`src/rtl/divclk_meter_pkg.sv`:
```
// Shared types and constants for the divided-clock period meter.
package divclk_meter_pkg;

  localparam int DEF_CNT_W  = 27;
  localparam int REF_CLK_HZ = 60_000_000;

  typedef enum logic [1:0] {
    ST_IDLE    = 2'd0,
    ST_ARM     = 2'd1,
    ST_MEASURE = 2'd2
  } state_e;

endpackage

```
`src/rtl/divclk_period_meter_sync_rise_detect.sv`:
```
// Synchronizer plus rising-edge detector for the asynchronous divided clock.
// The synced level is exported only when DIVCLK_METER_DUTY_MEAS_EN is defined.
module sync_rise_detect #(
  parameter int SYNC_STAGES = 2
) (
  input  logic clk,
  input  logic rst,
  input  logic sig_in,
`ifdef DIVCLK_METER_DUTY_MEAS_EN
  output logic synced,
`endif
  output logic rise
);

  logic [SYNC_STAGES-1:0] r_sync;
  logic                   r_dly;
  logic                   w_synced;

  assign w_synced = r_sync[SYNC_STAGES-1];

  always_ff @(posedge clk) begin
    if (rst) begin
      r_sync <= '0;
      r_dly  <= 1'b0;
    end else begin
      r_sync <= {r_sync[SYNC_STAGES-2:0], sig_in};
      r_dly  <= w_synced;
    end
  end

  assign rise = w_synced & ~r_dly;

`ifdef DIVCLK_METER_DUTY_MEAS_EN
  assign synced = w_synced;
`endif

endmodule

```
`src/rtl/divclk_period_meter.sv`:
```
// Measures the period of the divided clock in clk cycles, with timeout.
// DIVCLK_METER_DUTY_MEAS_EN adds a high-time measurement on high_out.
//
// state      | meaning
// ST_IDLE    | waiting for start
// ST_ARM     | waiting for the first rising edge
// ST_MEASURE | counting until the next rising edge
module divclk_period_meter
  import divclk_meter_pkg::*;
#(
  parameter int               CNT_W       = DEF_CNT_W,
  parameter int               SYNC_STAGES = 2,
  parameter logic [CNT_W-1:0] TIMEOUT_CYC = CNT_W'(134217727)
) (
  input  logic             clk,
  input  logic             rst,
  input  logic             sig_in,
  input  logic             start,
  input  logic             continuous,
  output logic             busy,
  output logic [CNT_W-1:0] period_out,
  output logic             period_valid,
  output logic             timeout,
  output logic [CNT_W-1:0] high_out
);

  localparam logic [CNT_W-1:0] ONE = CNT_W'(1);

  state_e           r_state;
  logic [CNT_W-1:0] r_cnt;
  logic [CNT_W-1:0] r_period;
  logic             r_valid;
  logic             r_timeout;
  logic             w_rise;
  logic             w_tc;

`ifdef DIVCLK_METER_DUTY_MEAS_EN
  logic             w_synced;
`endif

  sync_rise_detect #(
    .SYNC_STAGES(SYNC_STAGES)
  ) u_sync (
    .clk    (clk),
    .rst    (rst),
    .sig_in (sig_in),
`ifdef DIVCLK_METER_DUTY_MEAS_EN
    .synced (w_synced),
`endif
    .rise   (w_rise)
  );

  assign w_tc = (r_cnt == TIMEOUT_CYC);

  always_ff @(posedge clk) begin
    if (rst) begin
      r_state   <= ST_IDLE;
      r_cnt     <= '0;
      r_period  <= '0;
      r_valid   <= 1'b0;
      r_timeout <= 1'b0;
    end else begin
      r_valid <= 1'b0;
      case (r_state)
        ST_IDLE: begin
          if (start) begin
            r_state   <= ST_ARM;
            r_cnt     <= '0;
            r_timeout <= 1'b0;
          end
        end
        ST_ARM: begin
          if (w_rise) begin
            r_state <= ST_MEASURE;
            r_cnt   <= ONE;
          end else if (w_tc) begin
            r_state   <= ST_IDLE;
            r_timeout <= 1'b1;
          end else begin
            r_cnt <= r_cnt + ONE;
          end
        end
        ST_MEASURE: begin
          // A rise on the terminal-count cycle still completes the measurement.
          if (w_rise) begin
            r_period <= r_cnt;
            r_valid  <= 1'b1;
            r_cnt    <= ONE;
            if (!continuous) r_state <= ST_IDLE;
          end else if (w_tc) begin
            r_state   <= ST_IDLE;
            r_timeout <= 1'b1;
          end else begin
            r_cnt <= r_cnt + ONE;
          end
        end
        default: r_state <= ST_IDLE;
      endcase
    end
  end

`ifdef DIVCLK_METER_DUTY_MEAS_EN
  logic [CNT_W-1:0] r_hcnt;
  logic [CNT_W-1:0] r_high;

  // The rise cycle is already high, so it is the first counted cycle of the new period.
  always_ff @(posedge clk) begin
    if (rst) begin
      r_hcnt <= '0;
      r_high <= '0;
    end else if (r_state == ST_ARM && w_rise) begin
      r_hcnt <= ONE;
    end else if (r_state == ST_MEASURE) begin
      if (w_rise) begin
        r_high <= r_hcnt;
        r_hcnt <= ONE;
      end else if (w_synced) begin
        r_hcnt <= r_hcnt + ONE;
      end
    end
  end

  assign high_out = r_high;
`else
  assign high_out = '0;
`endif

  assign busy         = (r_state != ST_IDLE);
  assign period_out   = r_period;
  assign period_valid = r_valid;
  assign timeout      = r_timeout;

endmodule
```
`config.mk`:
```
export PLATFORM = sky130hd
export DESIGN_NAME = divclk_period_meter
export DESIGN_NICKNAME = d
export VERILOG_FILES = /design/src/rtl/divclk_meter_pkg.sv /design/src/rtl/divclk_period_meter_sync_rise_detect.sv /design/src/rtl/divclk_period_meter.sv
export SDC_FILE = /design/constraint.sdc
export NUM_CORES = 1
export LEC_CHECK = 0
export BUFFER_PORTS_ARGS = -buffer_cell sky130_fd_sc_hd__buf_2
export CAP_MARGIN = 10
export CORE_MARGIN = 3
export CORE_UTILIZATION = 55
export DETAILED_ROUTE_END_ITERATION = 16
export PLACE_DENSITY_LB_ADDON = 0.1
export SLEW_MARGIN = 20
export SYNTH_ARGS = -nofsm -noshare
export SYNTH_HDL_FRONTEND = slang
export SYNTH_SLANG_ARGS = --single-unit
```
`constraint.sdc`:
```
create_clock -name clk -period 5.9 [get_ports clk]
set_input_delay 1.77 -clock clk [delete_from_list [all_inputs] [get_ports clk]]
set_output_delay 1.77 -clock clk [all_outputs]
set_load 0.03 [all_outputs]
```
# [Word-level counts from Yosys, hierarchy flattened]
# Index checks and enable logic that the tools add are counted.
# Widths: inputs -> output; s select.
[word_totals] memories=0 regBits=61 latch_bits=0 ramBits=0 word_cells=43 romBits=0
[classes] n_bitwise=3 order_cmp=0 n_shift=0 n_reduce_logical=9 n_div=0 eq_ne=8 n_mul=0 mux=15 add_sub_neg=1
[ops] op="$mux 27" n=3
[ops] op="$pmux 27 s2" n=1
[ops] op="$add 27x1->27 const B" n=1
[ops] op="$eq 27x27->1 const B" n=1
[ops] op="$mux 2" n=5
[ops] op="$pmux 2 s3" n=1
[ops] op="$mux 1" n=4
[ops] op="$ne 2x2->1 const B" n=2
[ops] op="$reduce_and 2->1" n=2
[ops] op="$reduce_and 4->1" n=1
[ops] op="$reduce_bool 2->1" n=2
[ops] op="$reduce_or 2->1" n=2
[ops] op="$ne 3x2->1 const B" n=1
[ops] op="$ne 3x3->1 const B" n=1
[ops] op="$reduce_and 3->1" n=1
[ops] op="$eq 2x1->1 const B" n=1
[ops] op="$eq 2x2->1 const B" n=1
[ops] op="$logic_not 2->1" n=1
[ops] op="$ne 2x1->1 const B" n=1
[ops] op="$not 1->1" n=2
[ops] op="$pmux 1 s2" n=1
[ops] op="$and 1x1->1" n=1

# [Logic depth before layout (Yosys ltp)]
# Gate-level depths: netlist (run 1).
[depth] depth_word=4 ltp_mapped=9 depth_no_buf=7

# [Hierarchy]
# A second synthesis (run 1) with hierarchy kept.
[unflattened] cells_unflattened=353 hier_area_um2=2934.1
[modules_own_cells] mod="divclk_period_meter" cells_each=346 seq_area_each_um2=1161.1 n_inst=1 area_per_inst_um2=2846.5
[modules_own_cells] mod="sync_rise_detect" cells_each=7 seq_area_each_um2=60.1 n_inst=1 area_per_inst_um2=87.6

# [Least setup slack after synthesis (run 1)]
# OpenSTA, ideal clock, no wires.
[synth_timing] path_kind="input-to-reg" start="input port rst" end="register r_cnt[21]" setup_time_ps=79 path_slack_ps=2608 required_time_ps=5821 stages=6 t_arrival_ps=3213 path_buffers=1 path_cell_list="clkbuf_1 > clkinv_1 > nand3_1 > nor2_1 > or4b_2 > o211ai_1"
[synth_lines] element="start, declared" line="divclk_period_meter.sv:16" rtl="input logic rst,"
[synth_lines] element="end signal, assigned" line="divclk_period_meter.sv:80" rtl="r_cnt <= r_cnt + ONE;"
[synth_lines] element="end signal, assigned" line="divclk_period_meter.sv:94" rtl="r_cnt <= r_cnt + ONE;"
[synth_lines] element="end, declared" line="divclk_period_meter.sv:30" rtl="logic [CNT_W-1:0] r_cnt;"

==> impl_metrics.csv, run 1 <==
group,metric,value,unit
worst_setup_path,ff2ff_path_depth,7,
worst_setup_path,arrival,3.87,ns
power,power.share.switching,28.43,%
final_layout,layout.nets,432,
power,p_clk_share,41.4,%
logic_synthesis,ys.flop_type,"dfxtp_1",
logic_synthesis,synth_edf_count,0,
drt,drt_pre_antenna_iters,5,
clocking,cts-buffers-inserted,9,
floorplanning,initial_core_util,57.19,%
sta,timing.fmax,276.4,MHz
logic_synthesis,yosysTopAreaCell,"dfxtp_1",
power,vdd_drop_max,0.1638,mV
sta,skew,0.01034,ns
clocking,cts_setup_buffers,0,
power,p_int,653.3,uW
sta,final_hold_viol_count,0,
floorplanning,num_rows,27,
sta,setup_viol_count_final,0,
worst_setup_path,crit_required,6.16,ns
logic_synthesis,synth.avg_cell_area,7.990,um2
logic_synthesis,synthArstFlopShare,0,%
global_route,grt_pass1_vias,2567,
global_route,grt_use_met3,5.965,%
logic_synthesis,synth_most_common_cell,"nand2_1",
sta,maxSlewHeadroom,34.24,%
global_route,grt_util_met2,40.06,%
floorplanning,die_area,0.006746,mm2
worst_setup_path,endpoint_kind,"flip-flop",
clocking,root_buffer,"clkbuf_8",
floorplanning,die_h,82.14,um
global_route,antenna_found_initial,0,
logic_synthesis,yosys-top-cells-area,"dfxtp_1, nand2_1, a21oi_1",
power,seq_power_share,45.9,%
worst_setup_path,reg2reg_slack,3.18,ns
drt,drc,0,
logic_synthesis,synth_area,0.003188,mm2
placement,hpwl,5.291,mm
clocking,cts_sinks,61,
outcome,status,"completed",
sta,fin_crit,3.618,ns
final_layout,drive_gt1_share,15.49,%
clocking,clk_pin_slew,0.07,ns
final_layout,diodes,0,
worst_setup_path,start_kind,"input port",
clocking,postCtsResizedCells,0,
drt,drt-total-wl,8.056,mm
global_route,grt_max_degree,55,
hold_path,hold_path_class,"flip-flop to flip-flop",
global_route,grt_pass1_wl,12.97,mm
clocking,cts_tree,"done",
sta,setup_tns,0,ns
power,finalPower,912.8,uW
placement,portBuffers,34,
global_route,global_route.overflow_total,0,
drt,initialDrtViolationCount,236,
clocking,clk_latency,0.35,ns
worst_setup_path,criticalPathCategory,"input port to flip-flop",
logic_synthesis,synth_top_area_share,38.30,%
run,drv_cap,0,
floorplanning,dieWidth,82.14,um
drt,vias_per_cell,5.886,
sta,rsz0062_at_grt,"false",
power,combPwrFrac,12.7,%
sta,slew_violations,0,
drt,routedWlPerCell,16.18,um
logic_synthesis,syn_inst,399,
logic_synthesis,synthTopCellsByCount,"nand2_1, dfxtp_1, a21oi_1, buf_4, clkbuf_1",
placement,finalWeightedCongestion,0.9028,
power,p_leak,1.314,nW
worst_setup_path,cp_max_fo,54,
clocking,hold_buffers,0,
floorplanning,ios,62,
logic_synthesis,yosys_warnings,0,
logic_synthesis,ys_ff_latch,61,
power,power.density,263.8,mW/mm2
global_route,met1_usage,32.75,%
power,p_switching,259.5,uW
drt,vias,2931,
floorplanning,core-area,0.005574,mm2
sta,tightest_slew,0.9840,ns
logic_synthesis,synth_cell_type_count,57,
logic_synthesis,synth_seq_area_share,38.30,%
global_route,busiest_layer,"met2",
clocking,htree_levels,3,
final_layout,syn_to_final_growth,8.556,%
global_route,track_usage,25.23,%
clocking,cts.path.max_buffers,2,
sta,post-route-period-util,61.32,%
drt,antenna_left,0,
hold_path,min_path_cells,1,
-- path summary, 6_finish.rpt --
kind / end / start
worst max-delay path: r_cnt[21] / rst
worst min-delay path: u_sync.r_sync[1] / u_sync.r_sync[0]
worst max register to register: r_cnt[21] / r_state[0]
worst min register to register: u_sync.r_sync[1] / u_sync.r_sync[0]
-- sequential cells by signal (all words and copies together) (netlist names) --
name	count
period_out	27
r_cnt	27
r_state	2
u_sync.r_sync	2
period_valid	1
timeout	1
u_sync.r_dly	1
-- metrics by stage --
| step | hold slack, ns | instance area (um2) | instances | setup slack [ns] | utilization, % |
|---|---|---|---|---|---|
| detailed placement | 0.4437 | 3261 | 483 | 1.986 | 58.50 |
| global placement | 0.4171 | 3261 | 483 | 2.077 | 58.50 |
| CTS | 0.4472 | 3460 | 498 | 2.344 | 62.07 |
| global route | 0.4661 | 3461 | 498 | 2.174 | 62.09 |
| finish | 0.4494 | 3461 | 498 | 2.282 | 62.09 |
| floorplan | 0.4138 | 3286 | 425 | 2.608 | - |
-- cell usage in the layout, fill, tap and decap left out, drive strengths merged, types with 5 or more instances in the layout --
cell | netlist | final
nor4 | 8 | 8
nand3 | 17 | 17
conb | 1 | 27
clkbuf | 21 | 11
nand4 | 11 | 11
o211ai | 9 | 9
inv | 7 | 7
and4 | 5 | 5
a31oi | 11 | 11
nor3 | 6 | 6
nor2b | 7 | 7
dfxtp | 61 | 61
nor2 | 9 | 9
ha | 5 | 5
a21oi | 43 | 43
buf | 29 | 36
or4 | 6 | 6
and2 | 6 | 6
nand2 | 82 | 82
and3 | 5 | 5
o21ai | 8 | 8
-- cell families after synthesis --
logic type,count (synthesis),share of synthesized area (%)
buffers and inverters,58,10.36
adder cells (fa/ha/maj),5,1.962
other,1,0.1176
AO/OA/AOI/OAI,93,18.56
flip-flops,61,38.30
AND/OR/NAND/NOR,181,30.69
-- routing by layer --
layer,vias to the layer above,part of all wire [%]
met1,1358,46
met3,13,7.2
met2,128,45
met4,0,1.5
met5,-,0
li1,1432,-
-- power groups by stage --
| stage | Clock (mW) | Combinational (mW) | Sequential (mW) |
|---|---|---|---|
| after floorplan | 0 | 0.102 | 0.428 |
| after global placement | 0 | 0.110 | 0.428 |
| after detailed placement | 0 | 0.111 | 0.429 |
| after CTS | 0.386 | 0.112 | 0.419 |
| after global routing | 0.401 | 0.124 | 0.420 |
| final | 0.378 | 0.116 | 0.419 |
-- worst max-delay path, stage by stage --
cell and delay, ns:
buf_2 0.09, buf_4 0.30, clkinv_1 0.27, nand3_1 0.25, nor2_1 0.44, or4b_2 0.63, o211ai_1 0.11
-- cell type report --
cell class / count / area (um2)
Clock buffer: 11 / 151.4
Clock inverter: 4 / 47.55
Fill cell: 524 / 2113
Inverter: 8 / 30.03
Multi-Input combinational cell: 306 / 1735
Sequential cell: 61 / 1221
Tap cell: 72 / 90.09
Timing Repair Buffer: 36 / 185.2
Power figures use the tool's default switching activity.
==> inputs of run 2 (changes only) <==
==> constraint.sdc (replaced) <==
create_clock -name clk -period 3.5 [get_ports clk]
set_input_delay 1.05 -clock clk [delete_from_list [all_inputs] [get_ports clk]]
set_output_delay 1.05 -clock clk [all_outputs]
set_load 0.03 [all_outputs]
==> impl_metrics.csv, run 2 (synthesis gave the netlist of run 1 again) <==
group,metric,value,unit
outcome,status,"completed",
clocking,hold_buffers,0,
clocking,clk_pin_slew,0.07,ns
sta,post-route-period-util,70.46,%
worst_setup_path,crit_family,"simple AND/OR/NAND/NOR gates",
hold_path,hold_path_class,"flip-flop to flip-flop",
power,p_clk_share,44.0,%
worst_setup_path,critPathSlowestCell,"or4b_2",
clocking,cts_setup_buffers,0,
sta,final_hold_viol_count,0,
sta,rsz0062_at_grt,"false",
drt,drt_pre_antenna_iters,4,
final_layout,final_common_cell,"nand2_1",
clocking,htree_levels,3,
worst_setup_path,crit_path_max_incr_delay,0.62,ns
sta,setup_tns,0,ns
placement,hpwl,5.325,mm
run,drv_cap,0,
sta,fin_crit,2.466,ns
sta,timing.fmax,405.5,MHz
sta,maxSlewHeadroom,37.28,%
clocking,postCtsResizedCells,0,
global_route,grt_max_degree,54,
floorplanning,num_rows,27,
drt,drc,0,
final_layout,drive_gt1_share,15.81,%
placement,portBuffers,34,
power,seq_power_share,43.7,%
sta,slew_violations,0,
global_route,grt_pass1_vias,2640,
power,p_leak,1.336,nW
placement,finalWeightedCongestion,0.9341,
clocking,cts_sinks,61,
power,p_switching,429.3,uW
clocking,cts-buffers-inserted,9,
floorplanning,die_h,82.14,um
global_route,global_route.overflow_total,0,
final_layout,syn_to_final_growth,10.13,%
final_layout,register_area,0.001221,mm2
worst_setup_path,start_kind,"input port",
drt,drt-total-wl,7.830,mm
worst_setup_path,cp_max_fo,10,
drt,vias,2924,
worst_setup_path,endpoint_kind,"flip-flop",
worst_setup_path,worst-path-buf-inv,3,
global_route,antenna_found_initial,0,
sta,whs,0.4458,ns
drt,initialDrtViolationCount,281,
global_route,grt_pass1_wl,12.97,mm
floorplanning,ios,62,
power,vdd_drop_max,0.2925,mV
power,power.share.switching,26.57,%
global_route,track_usage,25.33,%
drt,vias_per_cell,5.825,
worst_setup_path,crit_required,3.77,ns
floorplanning,core-area,0.005574,mm2
power,power.density,460.3,mW/mm2
sta,setup_viol_count_final,0,
final_layout,multiInputGateArea,0.001735,mm2
floorplanning,die_area,0.006746,mm2
drt,antenna_left,0,
worst_setup_path,criticalPathCategory,"input port to flip-flop",
final_layout,layout_common_cells,"nand2_1, dfxtp_1, a21oi_1",
power,p_int,1.187,mW
sta,skew,0.01188,ns
clocking,cts_tree,"done",
floorplanning,dieWidth,82.14,um
final_layout,layout.nets,435,
final_layout,diodes,0,
clocking,cts.path.max_buffers,2,
floorplanning,initial_core_util,57.19,%
final_layout,fillers,508,
clocking,root_buffer,"clkbuf_8",
power,combPwrFrac,12.3,%
clocking,clk_latency,0.35,ns
drt,routedWlPerCell,15.60,um
sta,tightest_slew,0.9322,ns
worst_setup_path,arrival,2.73,ns
worst_setup_path,worstPathCellList,"buf_2, clkinv_1, buf_4, nand3_1, nor2_1, or4b_2, o211ai_1",
run 2: cell types whose count changed in the layout (fill, tap and decap cells not counted), sizes merged:
| cell | delta |
|---|---|
| clkbuf | +2 |
| buf | +3 |
| clkinv | -2 |
| bufinv | +1 |
run 2: metrics by stage:
step | instance area (um2) | util [%] | worst slack [ns] | std cells | power, mW
after floorplan | 3286 | - | 0.9275 | 425 | 0.8926
final | 3511 | 62.99 | 1.034 | 502 | 1.616
after detailed placement | 3283 | 58.90 | 0.7166 | 486 | 0.9141
after global placement | 3283 | 58.90 | 0.8040 | 486 | 0.9152
after CTS | 3510 | 62.96 | 1.068 | 502 | 1.623
after global routing | 3511 | 62.99 | 0.8803 | 502 | 1.672
run 2: power groups by stage:
stage                     Clock [mW]  Sequential (mW)  Combinational [mW]
after global placement             0            0.722               0.193
after floorplan                    0            0.721               0.172
after global routing           0.749            0.707               0.215
after detailed placement           0            0.722               0.192
after CTS                      0.723            0.706               0.193
final                          0.712            0.706               0.198
run 2: final timing paths:
path | slack (ns) | depth (start not counted) | endpoint | from
worst max-delay path | 1.03 | 7 | r_cnt[21] | rst
worst min-delay path | 0.45 | 1 | u_sync.r_sync[1] | u_sync.r_sync[0]
worst max register to register | 1.06 | 6 | r_cnt[9] | r_state[1]
worst min register to register | 0.45 | 1 | u_sync.r_sync[1] | u_sync.r_sync[0]
run 2: cell type report:
type / count / area share (%)
flip-flops and latches: 61 / 34.78
clock buffers: 13 / 4.526
multi-input cells: 306 / 49.43
clock inverters: 3 / 1.924
inverters: 8 / 0.8553
well taps: 72 / 2.566
repair buffers: 39 / 5.916
run 2: metal layers:
metal	wire length [um]	track usage, %
met2	3479	39.34
met3	607	6.399
met4	155	9.468
met1	3587	33.85
met5	0	0
==> inputs of run 3 (changes only) <==
--- a/config.mk
+++ b/config.mk
@@ -5,6 +5,7 @@
 export SDC_FILE = /design/constraint.sdc
 export NUM_CORES = 1
 export LEC_CHECK = 0
+export ABC_AREA = 1
 export BUFFER_PORTS_ARGS = -buffer_cell sky130_fd_sc_hd__buf_2
 export CAP_MARGIN = 10
 export CORE_MARGIN = 3
==> constraint.sdc (replaced) <==
create_clock -name clk -period 2.6 [get_ports clk]
set_input_delay 0.78 -clock clk [delete_from_list [all_inputs] [get_ports clk]]
set_output_delay 0.78 -clock clk [all_outputs]
set_load 0.03 [all_outputs]
==> impl_metrics.csv, run 3 <==
group,metric,value,unit
worst_setup_path,crit_required,2.88,ns
floorplanning,dieWidth,82.66,um
logic_synthesis,syn_inst,475,
worst_setup_path,worstPathCellList,"inv_1, ha_1, inv_1, nor2_4, nand3_4, nand2_4, nand2_2, inv_1, nand2_1, o21ai_0",
final_layout,layout_common_cells,"nand2_1, dfxtp_1, nor2_1",
hold_path,min_from,"u_sync.r_sync[0]",
power,power.density,543.0,mW/mm2
logic_synthesis,synth_top_area_share,37.79,%
clocking,postCtsResizedCells,0,
clocking,clk_latency,0.35,ns
clocking,cts.path.max_buffers,2,
floorplanning,ios,62,
logic_synthesis,synth-compound-area-share,12.35,%
worst_setup_path,endpoint_kind,"flip-flop",
worst_setup_path,cp_max_fo,16,
drt,vias_per_cell,5.136,
outcome,status,"completed",
drt,antenna_left,0,
logic_synthesis,synth.avg_cell_area,6.804,um2
final_layout,syn_to_final_growth,8.324,%
sta,rsz0062_at_grt,"false",
worst_setup_path,start_kind,"flip-flop",
logic_synthesis,synth_seq_area_share,37.79,%
logic_synthesis,synth_area,0.003232,mm2
floorplanning,core-area,0.005608,mm2
drt,vias,2994,
worst_setup_path,cp_common_cell,"inv_1",
placement,portBuffers,34,
logic_synthesis,synthTopCellsByCount,"nand2_1, dfxtp_1, nor2_1, inv_1, o21ai_0",
sta,skew,0.01016,ns
sta,setup_viol_count_final,0,
worst_setup_path,crit_path_max_incr_delay,0.39,ns
floorplanning,initial_core_util,57.63,%
logic_synthesis,synth-simple-area-share,31.32,%
sta,final_hold_viol_count,0,
drt,initialDrtViolationCount,155,
clocking,htree_levels,3,
power,finalPower,1.901,mW
sta,timing.fmax,454.3,MHz
clocking,cts-buffers-inserted,9,
final_layout,drive_gt1_share,13.11,%
clocking,clk_pin_slew,0.07,ns
logic_synthesis,muxShareOfSynthArea,0,%
floorplanning,num_rows,27,
clocking,root_buffer,"clkbuf_8",
run,drv_cap,0,
drt,drt_pre_antenna_iters,5,
worst_setup_path,critical_path.startpoint,"r_state[0]",
global_route,grt_pass1_vias,2576,
sta,post-route-period-util,84.65,%
floorplanning,die_h,82.66,um
global_route,grt_pass1_wl,12.19,mm
logic_synthesis,yosysTopAreaCell,"dfxtp_1",
worst_setup_path,critPathSlowestCell,"dfxtp_1",
sta,setup_tns,0,ns
global_route,track_usage,23.75,%
drt,drc,0,
global_route,antenna_found_initial,0,
drt,routedWlPerCell,13.08,um
logic_synthesis,synthArstFlopShare,0,%
logic_synthesis,synth_edf_count,0,
final_layout,layout.nets,517,
clocking,cts_setup_buffers,0,
worst_setup_path,criticalPathCategory,"flip-flop to flip-flop",
sta,fin_crit,2.201,ns
global_route,grt_max_degree,34,
power,vdd_drop_max,0.3485,mV
logic_synthesis,synth_most_common_cell,"nand2_1",
logic_synthesis,synth_xor_area_share,1.084,%
logic_synthesis,synth_cell_type_count,29,
sta,slew_violations,0,
clocking,cts_sinks,61,
logic_synthesis,yosys_warnings,0,
final_layout,final_common_cell,"nand2_1",
worst_setup_path,r2r-start,"r_state[0]",
power,p_leak,1.686,nW
floorplanning,die_area,0.006832,mm2
hold_path,hold_path_class,"flip-flop to flip-flop",
final_layout,diodes,0,
worst_setup_path,arrival,2.48,ns
clocking,cts_tree,"done",
logic_synthesis,yosys-top-cells-area,"dfxtp_1, nand2_1, nor2_1",
global_route,global_route.overflow_total,0,
drt,drt-total-wl,7.627,mm
logic_synthesis,synth_fa_ha_area_share,1.936,%
clocking,hold_buffers,0,
logic_synthesis,ys_ff_latch,61,
logic_synthesis,ys.flop_type,"dfxtp_1",
placement,finalWeightedCongestion,0.8794,
logic_synthesis,synth_top_family_by_area,"simple AND/OR/NAND/NOR gates",
placement,hpwl,5.516,mm
==> run 3: changes by cell type after synthesis, moves of 7 or more <==
cell and delta:
a31oi_1 -11, o21ai_0 +35, nor2_1 +49, nor2b_1 -7, a21oi_1 -8, inv_1 +47, clkbuf_1 -12, nand2_1 +21
o211ai_1 -8, nand3_1 +11
==> run 3: cell families (layout without fill, tap and decap cells) <==
group                      Yosys count  in the layout
and+or+nand+nor                    225            225
buffers and inverters              100            110
AOI/OAI and AO/OA                   79             79
DFF                                 61             61
adders and majority gates            5              5
xor gates and xnor gates             4              4
other                                1             27
==> run 3: layout make-up <==
class / instances / area, um2
fillers: 550 / 2107
multi-input cells: 340 / 1613
flip-flops and latches: 61 / 1221
inverters: 56 / 210.2
repair buffers: 39 / 207.7
clock buffers: 13 / 148.9
well taps: 72 / 90.09
clock inverters: 2 / 10.01
==> run 3: worst max-delay path, delay by kind of cell, from the launching register on <==
kind | cells | cell delay [ns]
buffers and inverters | 3 | 0.42
AOI/OAI and AO/OA | 1 | 0.06
adders and majority gates | 1 | 0.35
DFF | 1 | 0.39
and+or+nand+nor | 5 | 0.92
==> run 3: worst paths after layout <==
check	end	slack, ns	cells past startpoint
max	r_cnt[20]	0.40	10
min reg2reg	u_sync.r_sync[1]	0.41	2
max reg2reg	r_cnt[20]	0.40	10
min	u_sync.r_sync[1]	0.41	2
==> run 3: through the flow <==
step	hold slack [ns]	area (um2)	worst slack, ns	util [%]	cells
finish	0.4074	3501	0.3990	62.43	583
global route	0.4280	3501	0.1977	62.43	583
CTS	0.4108	3501	0.4415	62.43	583
detailed placement	0.4020	3342	0.4627	59.59	568
global placement	0.4026	3342	0.5803	59.59	568
floorplan	0.3883	3329	0.6666	-	501
==> run 3: where the power goes <==
group	internal (mW)	total, mW	switching (mW)
Sequential	0.943	0.949	0.00629
Combinational	0.0515	0.231	0.179
Clock	0.364	0.721	0.357
Total	1.36	1.90	0.542
==> run 3: routing by layer <==
metal	wire length [um]	GRT usage [%]	vias up
met4	128	8.170	0
li1	-	-	1520
met1	3417	30.36	1355
met3	481	6.399	12
met5	0	0	-
met2	3600	38.54	107
